File: src/rtl/ifft_pkg.sv
// Shared types and fixed-point helpers for the streaming inverse FFT.
// Samples are packed {im, re}, each signed Q1.7.
package ifft_pkg;

    localparam int FRAC_W = 7;

    typedef logic signed [7:0] sample_t;
    typedef logic signed [9:0] acc_t;

    localparam sample_t TW_C45 = 8'sd90;

    typedef struct packed {
        sample_t im;
        sample_t re;
    } complex_t;

    typedef struct packed {
        acc_t im;
        acc_t re;
    } wide_c_t;

    typedef enum logic [1:0] {
        ST_LOAD    = 2'd0,
        ST_COMPUTE = 2'd1,
        ST_UNLOAD  = 2'd2
    } state_t;

    function automatic int bitrev(input int idx, input int log2n);
        int r;
        r = 0;
        for (int b = 0; b < 3; b++) begin
            if (b < log2n && idx[b]) r[log2n - 1 - b] = 1'b1;
        end
        return r;
    endfunction

    function automatic sample_t sat8(input logic signed [10:0] v);
        if (v > 11'sd127)
            return 8'sh7f;
        else if (v < -11'sd128)
            return 8'sh80;
        else
            return v[7:0];
    endfunction

    function automatic acc_t ext8(input sample_t x);
        return {{2{x[7]}}, x};
    endfunction

    function automatic acc_t prod_q(input sample_t x, input sample_t c);
        logic signed [15:0] p;
        p = x * c;
        return acc_t'(p >>> FRAC_W);
    endfunction

    // Twiddle exp(+j*2*pi*tw_idx/len), normalised to eighth-turn steps.
    function automatic wide_c_t cmul_tw(input complex_t b, input logic [2:0] tw_idx,
                                        input logic [3:0] len);
        logic [1:0] k8;
        sample_t    c;
        sample_t    s;
        wide_c_t    t;
        case (len)
            4'd8:    k8 = tw_idx[1:0];
            4'd4:    k8 = {tw_idx[0], 1'b0};
            default: k8 = 2'd0;
        endcase
        s = TW_C45;
        c = (k8 == 2'd3) ? -TW_C45 : TW_C45;
        case (k8)
            2'd0: begin
                t.re = ext8(b.re);
                t.im = ext8(b.im);
            end
            2'd2: begin
                t.re = (b.im == 8'sh80) ? 10'sd127 : -ext8(b.im);
                t.im = ext8(b.re);
            end
            default: begin
                t.re = prod_q(b.re, c) - prod_q(b.im, s);
                t.im = prod_q(b.re, s) + prod_q(b.im, c);
            end
        endcase
        return t;
    endfunction

endpackage

File: src/rtl/ifft_butterfly.sv
// Radix-2 DIT butterfly with inverse twiddle and per-stage 1/2 scaling.
module ifft_butterfly import ifft_pkg::*; (
    input  complex_t   a,
    input  complex_t   b,
    input  logic [2:0] tw_idx,
    input  logic [3:0] tw_len,
    output complex_t   a_new,
    output complex_t   b_new
);

    wide_c_t            t;
    logic signed [10:0] sum_re;
    logic signed [10:0] sum_im;
    logic signed [10:0] dif_re;
    logic signed [10:0] dif_im;

    always_comb begin
        t      = cmul_tw(b, tw_idx, tw_len);
        sum_re = {{3{a.re[7]}}, a.re} + {t.re[9], t.re};
        sum_im = {{3{a.im[7]}}, a.im} + {t.im[9], t.im};
        dif_re = {{3{a.re[7]}}, a.re} - {t.re[9], t.re};
        dif_im = {{3{a.im[7]}}, a.im} - {t.im[9], t.im};
        a_new.re = sat8(sum_re >>> 1);
        a_new.im = sat8(sum_im >>> 1);
        b_new.re = sat8(dif_re >>> 1);
        b_new.im = sat8(dif_im >>> 1);
    end

endmodule

File: src/rtl/ifft_np.sv
// Streaming N-point inverse FFT: load in bit-reversed order, one DIT stage
// per clock, then unload time samples in natural order.
module ifft_np import ifft_pkg::*; #(
    parameter int N            = 4,
    parameter int SAMPLE_WIDTH = 16
) (
    input  logic                    clk,
    input  logic                    rst,
    input  logic                    in_valid,
    output logic                    in_ready,
    input  logic [SAMPLE_WIDTH-1:0] in_sample,
    output logic                    out_valid,
    input  logic                    out_ready,
    output logic [SAMPLE_WIDTH-1:0] out_sample,
    output logic                    out_last,
    output logic                    busy
);

    localparam int LOG2N = (N == 8) ? 3 : 2;
    localparam int HALF  = N / 2;

    if ((N != 4 && N != 8) || SAMPLE_WIDTH != 16) begin : g_bad_param
        $error("ifft_np: N must be 4 or 8 and SAMPLE_WIDTH must be 16");
    end

    state_t           state;
    logic [LOG2N-1:0] cnt;
    logic [1:0]       stage;
    complex_t         mem [N];
    logic [LOG2N-1:0] load_idx;

    complex_t         bf_a     [HALF];
    complex_t         bf_b     [HALF];
    complex_t         bf_a_new [HALF];
    complex_t         bf_b_new [HALF];
    logic [LOG2N-1:0] top_idx  [HALF];
    logic [LOG2N-1:0] bot_idx  [HALF];
    logic [2:0]       tw_idx   [HALF];
    logic [3:0]       tw_len;

    assign load_idx = LOG2N'(bitrev(int'(cnt), LOG2N));

    // Butterfly i of stage s pairs (top, top + 2^s) inside groups of 2^(s+1).
    always_comb begin : route
        int half;
        int pos;
        int top;
        half   = 1 << stage;
        tw_len = 4'(2 << stage);
        for (int i = 0; i < HALF; i++) begin
            pos        = i & (half - 1);
            top        = ((i >> stage) << (stage + 1)) | pos;
            top_idx[i] = LOG2N'(top);
            bot_idx[i] = LOG2N'(top + half);
            tw_idx[i]  = 3'(pos);
            bf_a[i]    = mem[top_idx[i]];
            bf_b[i]    = mem[bot_idx[i]];
        end
    end

    for (genvar g = 0; g < HALF; g++) begin : g_bf
        ifft_butterfly u_bf (
            .a      (bf_a[g]),
            .b      (bf_b[g]),
            .tw_idx (tw_idx[g]),
            .tw_len (tw_len),
            .a_new  (bf_a_new[g]),
            .b_new  (bf_b_new[g])
        );
    end

    // A transfer happens on a rising edge where valid && ready; the source holds
    // its payload stable while valid is high and ready is low.
    always_ff @(posedge clk) begin
        if (rst) begin
            state      <= ST_LOAD;
            cnt        <= '0;
            stage      <= '0;
            in_ready   <= 1'b1;
            out_valid  <= 1'b0;
            out_last   <= 1'b0;
            busy       <= 1'b0;
            out_sample <= '0;
        end else begin
            case (state)
                ST_LOAD: begin
                    if (in_valid && in_ready) begin
                        mem[load_idx] <= in_sample;
                        if (cnt == LOG2N'(N - 1)) begin
                            cnt      <= '0;
                            stage    <= '0;
                            in_ready <= 1'b0;
                            busy     <= 1'b1;
                            state    <= ST_COMPUTE;
                        end else begin
                            cnt <= cnt + 1'b1;
                        end
                    end
                end
                ST_COMPUTE: begin
                    // The extra cycle after the last stage registers x[0].
                    if (stage == 2'(LOG2N)) begin
                        out_valid  <= 1'b1;
                        out_sample <= mem[0];
                        out_last   <= 1'b0;
                        cnt        <= '0;
                        state      <= ST_UNLOAD;
                    end else begin
                        for (int i = 0; i < HALF; i++) begin
                            mem[top_idx[i]] <= bf_a_new[i];
                            mem[bot_idx[i]] <= bf_b_new[i];
                        end
                        stage <= stage + 1'b1;
                    end
                end
                ST_UNLOAD: begin
                    if (out_ready) begin
                        if (out_last) begin
                            out_valid <= 1'b0;
                            out_last  <= 1'b0;
                            in_ready  <= 1'b1;
                            busy      <= 1'b0;
                            cnt       <= '0;
                            state     <= ST_LOAD;
                        end else begin
                            cnt        <= cnt + 1'b1;
                            out_sample <= mem[cnt + 1'b1];
                            out_last   <= (cnt + 1'b1 == LOG2N'(N - 1));
                        end
                    end
                end
                default: state <= ST_LOAD;
            endcase
        end
    end

endmodule

File: config.mk
export PLATFORM = sky130hd
export DESIGN_NAME = ifft_np
export DESIGN_NICKNAME = d
export VERILOG_FILES = /design/src/rtl/ifft_pkg.sv /design/src/rtl/ifft_butterfly.sv /design/src/rtl/ifft_np.sv
export SDC_FILE = /design/constraint.sdc
export NUM_CORES = 1
export LEC_CHECK = 0
export ABC_AREA = 1
export ABC_CLOCK_PERIOD_IN_PS = 10500
export CAP_MARGIN = 25
export CORE_AREA = 4 4 194 196
export CTS_BUF_LIST = sky130_fd_sc_hd__clkbuf_8
export CTS_CLUSTER_SIZE = 20
export DETAILED_ROUTE_END_ITERATION = 10
export DIE_AREA = 0 0 198 200
export GPL_TIMING_DRIVEN = 0
export PLACE_DENSITY = 0.64
export SYNTH_ARGS = -nofsm -noshare
export SYNTH_HDL_FRONTEND = slang
export SYNTH_SLANG_ARGS = --single-unit
File: constraint.sdc
create_clock -name clk -period 10.5 [get_ports clk]
set_input_delay 1.05 -clock clk [delete_from_list [all_inputs] [get_ports clk]]
set_output_delay 1.05 -clock clk [all_outputs]
set_load 0.02 [all_outputs]
==> results.md <==
- DRT Pass-1 Iters: 8
- Proportion of synthesized flip-flops having asynchronous set or reset: 0%
- Post-DR vias/cell: 5.72
- Area of the core region: 36100 sq um
- WP data required: 10.63 ns
- Source of the worst hold timing path: busy
- Worst Hold Endpoint: busy
- Minimum clock period after layout: 9.96 ns
- Mean instance size in the synthesized netlist: 6.97 sq um
- Post-synthesis sequential element count: 90
- Number of top-level design ports: 40
- Number of stages on the worst hold path: 2
- Number of CTS-inserted buffers: 9
- Cell type of the slowest stage on the worst timing path: sky130_fd_sc_hd__o21ai_0
- Capture instance of the worst register-to-register path: mem[3][8]
- Slew HR: 25.1%
- Die width: 198 um
- Number of distinct library cells after synthesis: 58
- Mux cell area share after synthesis: 0%
- Largest net degree at the start of global routing: 18
- Depth of the worst register-to-register path: 40
- Area grow syn2layout: 7.96%
- TritonCTS sink count: 90
- Busiest layer in global routing: met2
- Worst Skew: 0.0204 ns
- Clock latency on the worst-skew pair: 0.43 ns
- Count of buffers from port buffering: 38
- Iter 0 DRT Violations: 1436
- Htree depth: 3
- Capturing element type of the critical path: register
- Post-route fraction of the period consumed by the critical path: 94.9%
- Clock tree from TritonCTS: built
- Fraction of layout instances using a drive strength above 1: 5.63%
- Worst Max-Slew Pin Slew: 1.11 ns
- Number of nets with antenna violations after detailed routing: 0
- Outcome: complete, no violations
- Routability congestion estimate: 1.05
- Dpl hpwl: 48.0 mm
- Arithmetic-cell share of the synthesized area counting full adders, half adders and majority gates: 26.9%
- Setup slack of the worst register-to-register path: 0.54 ns
- DRC Markers: 0
- Sum of routed wire length over all layers: 57.9 mm
- Met1 routing resource usage after global routing: 39.3%
- Final number of setup-violating endpoints: 0
- Most frequent cells in the layout: 466 x sky130_fd_sc_hd__nand2_1, 387 x sky130_fd_sc_hd__inv_1, 212 x sky130_fd_sc_hd__ha_1, 186 x sky130_fd_sc_hd__o21ai_0, 180 x sky130_fd_sc_hd__a21oi_1
- Area enclosed by the die boundary: 39600 sq um
- Post-CTS Hold Fix Bufs: 0
- Detailed-route via count: 16200
- Number of enable-type register cells in the synthesized netlist: 64
- Max-cap violations: 0
- Maximum clock frequency: 100 MHz
- Max-slew violation total from the final report: 0
- Category of the most critical setup path: register to register
- Clock slew at the register clock pins of the worst setup and hold paths: 0.11 ns
- Prevailing post-synth register cell: sky130_fd_sc_hd__edfxtp_1
- Delay of the slowest cell on the worst path: 0.55 ns
- Area of placed instances: 17100 sq um
- Max Root-Sink Buffers: 2
- Synth Area in XOR/XNOR: 5.13%
- Simple-gate share of the synthesized area: 20.9%
- Synthesized-area fraction occupied by ao, oa, aoi and oai cells: 20.2%
- Sequential fraction of the synthesis area: 15.2%
- Most common cell after layout, fill and taps aside: sky130_fd_sc_hd__nand2_1
- Cell area after technology mapping: 16100 sq um
- Cell mode on critical path: sky130_fd_sc_hd__inv_1
- Placement Rows: 70
- Via count of the first global-routing pass: 15600
- Largest family of logic cells by synthesized area: adder cells
- Syn Inst Count: 2304
- HP Class: register to register
- Worst R2R Start: stage[1]
- Routing usage on met3: 7.30%
- Number of nets in the synthesized netlist: 2619
- Setup repair after global routing missed its margin: false
- Die boundary height: 200 um
- Crit-path max FO: 10
- Number of antenna violations at the first check in global routing: 0
- Ant diodes: 0
- Combined global-route utilization of all metal layers: 28.9%
- Post-Layout Inst Area: 17300 sq um
- Routed WL per cell: 20.5 um
- Root Buffer: sky130_fd_sc_hd__clkbuf_8
- Final Hold Violating Endpoints: 0
- First-pass GRT wire length: 88.5 mm
- Met2 usage in global routing: 46.4%
- YS warnings: 0
- GRT Residual Overflow: 0
- Final nets: 2674
- Arrival @ worst endpoint: 10.09 ns
- Category of the worst setup path launch point: register
- Starting utilization of the core area: 44.5%
[cells by family after synthesis]
group,count (synthesis)
and+or+nand+nor,783
AOI/OAI and AO/OA,556
buffers and inverters,484
adders and majority gates,295
xor gates and xnor gates,94
DFF,90
other,2
[worst max path at each step]
stage,startpoint,end,slack (ns),cells after the start
2_1_floorplan,stage[0],mem[2][0],1.84,46
3_3_place_gp,stage[1],mem[2][5],-0.56,47
3_5_place_dp,stage[1],mem[2][5],-0.15,47
4_1_cts,stage[1],mem[2][5],0.18,48
5_1_grt,stage[1],mem[3][8],0.05,43
6_report,stage[1],mem[3][8],0.54,40
[flip-flops by register name, indices dropped and copies added, names as in the netlist]
name        cells
mem            64
in_ready        1
out_sample     16
out_valid       1
stage           2
busy            1
out_last        1
state           2
cnt             2
[cell type report]
class	count	area [sq um]
plain buffers	80	348
repair buffers	44	442
clock inverters	7	58.8
flip-flops and latches	90	2440
fillers	3762	18800
well taps	468	586
multi-input cells	1730	11800
inverters	404	1520
clock buffers	9	124
[worst max-delay path, delay by kind of cell, from the launching register on]
family	cells	cell delay, ns
adder cells (fa/ha/maj)	10	3.99
AO/OA/AOI/OAI	11	2.63
buffers and inverters	11	1.62
AND/OR/NAND/NOR	6	0.54
XOR/XNOR	2	0.50
flip-flops	1	0.34
[synth_stat cells, types with 8 or more instances]
master	count	share of area (%)
sky130_fd_sc_hd__clkbuf_1	63	1.5
sky130_fd_sc_hd__nor3_1	28	0.87
sky130_fd_sc_hd__dfxtp_1	26	3.2
sky130_fd_sc_hd__a32oi_1	16	0.87
sky130_fd_sc_hd__o211ai_1	21	0.98
sky130_fd_sc_hd__a22oi_1	10	0.47
sky130_fd_sc_hd__a221oi_1	8	0.44
sky130_fd_sc_hd__nor2_1	153	3.6
sky130_fd_sc_hd__nand2_4	10	0.70
sky130_fd_sc_hd__a21oi_1	180	5.6
sky130_fd_sc_hd__edfxtp_1	64	12
sky130_fd_sc_hd__nand4_1	10	0.39
sky130_fd_sc_hd__o22ai_1	11	0.43
sky130_fd_sc_hd__fa_1	83	10
sky130_fd_sc_hd__o21ai_0	189	5.9
sky130_fd_sc_hd__xor2_1	73	4.0
sky130_fd_sc_hd__or2_2	21	0.82
sky130_fd_sc_hd__inv_2	11	0.26
sky130_fd_sc_hd__o21bai_1	17	0.79
sky130_fd_sc_hd__xnor2_1	21	1.1
sky130_fd_sc_hd__a211oi_1	19	0.89
sky130_fd_sc_hd__inv_1	388	9.1
sky130_fd_sc_hd__nand2_2	8	0.31
sky130_fd_sc_hd__nand2_1	466	11
sky130_fd_sc_hd__o21ai_1	27	0.84
sky130_fd_sc_hd__ha_1	212	17
sky130_fd_sc_hd__a31oi_1	12	0.47
sky130_fd_sc_hd__nand3_1	63	2.0
[stage by stage]
step	utilization [%]	setup TNS, ns	worst slack (ns)	cells	hold slack, ns
finish	48.0	0	0.541	2832	0.467
detailed placement	47.3	-0.956	-0.155	2814	0.458
floorplan	-	0	1.84	2304	0.503
CTS	47.8	0	0.178	2830	0.472
global placement	47.2	-9.30	-0.563	2810	0.450
global route	48.0	0	0.0544	2832	0.488
[routing by layer]
metal	vias up	wire length, um
li1	7674	-
met1	7695	24900
met2	703	25400
met3	141	5740
met4	0	1850
met5	-	0
[what timing repair did]
item / in CTS / in global routing
pin swaps: 0 / 0
gates resized for setup: 1 / 13
buffers inserted: 0 / 2
setup endpoints to repair: 16 / 22
cloned: 0 / 0
Power is left out: the tool's default activity adds up to more than one toggle a clock period on the data nets, which glitch-free logic cannot reach.
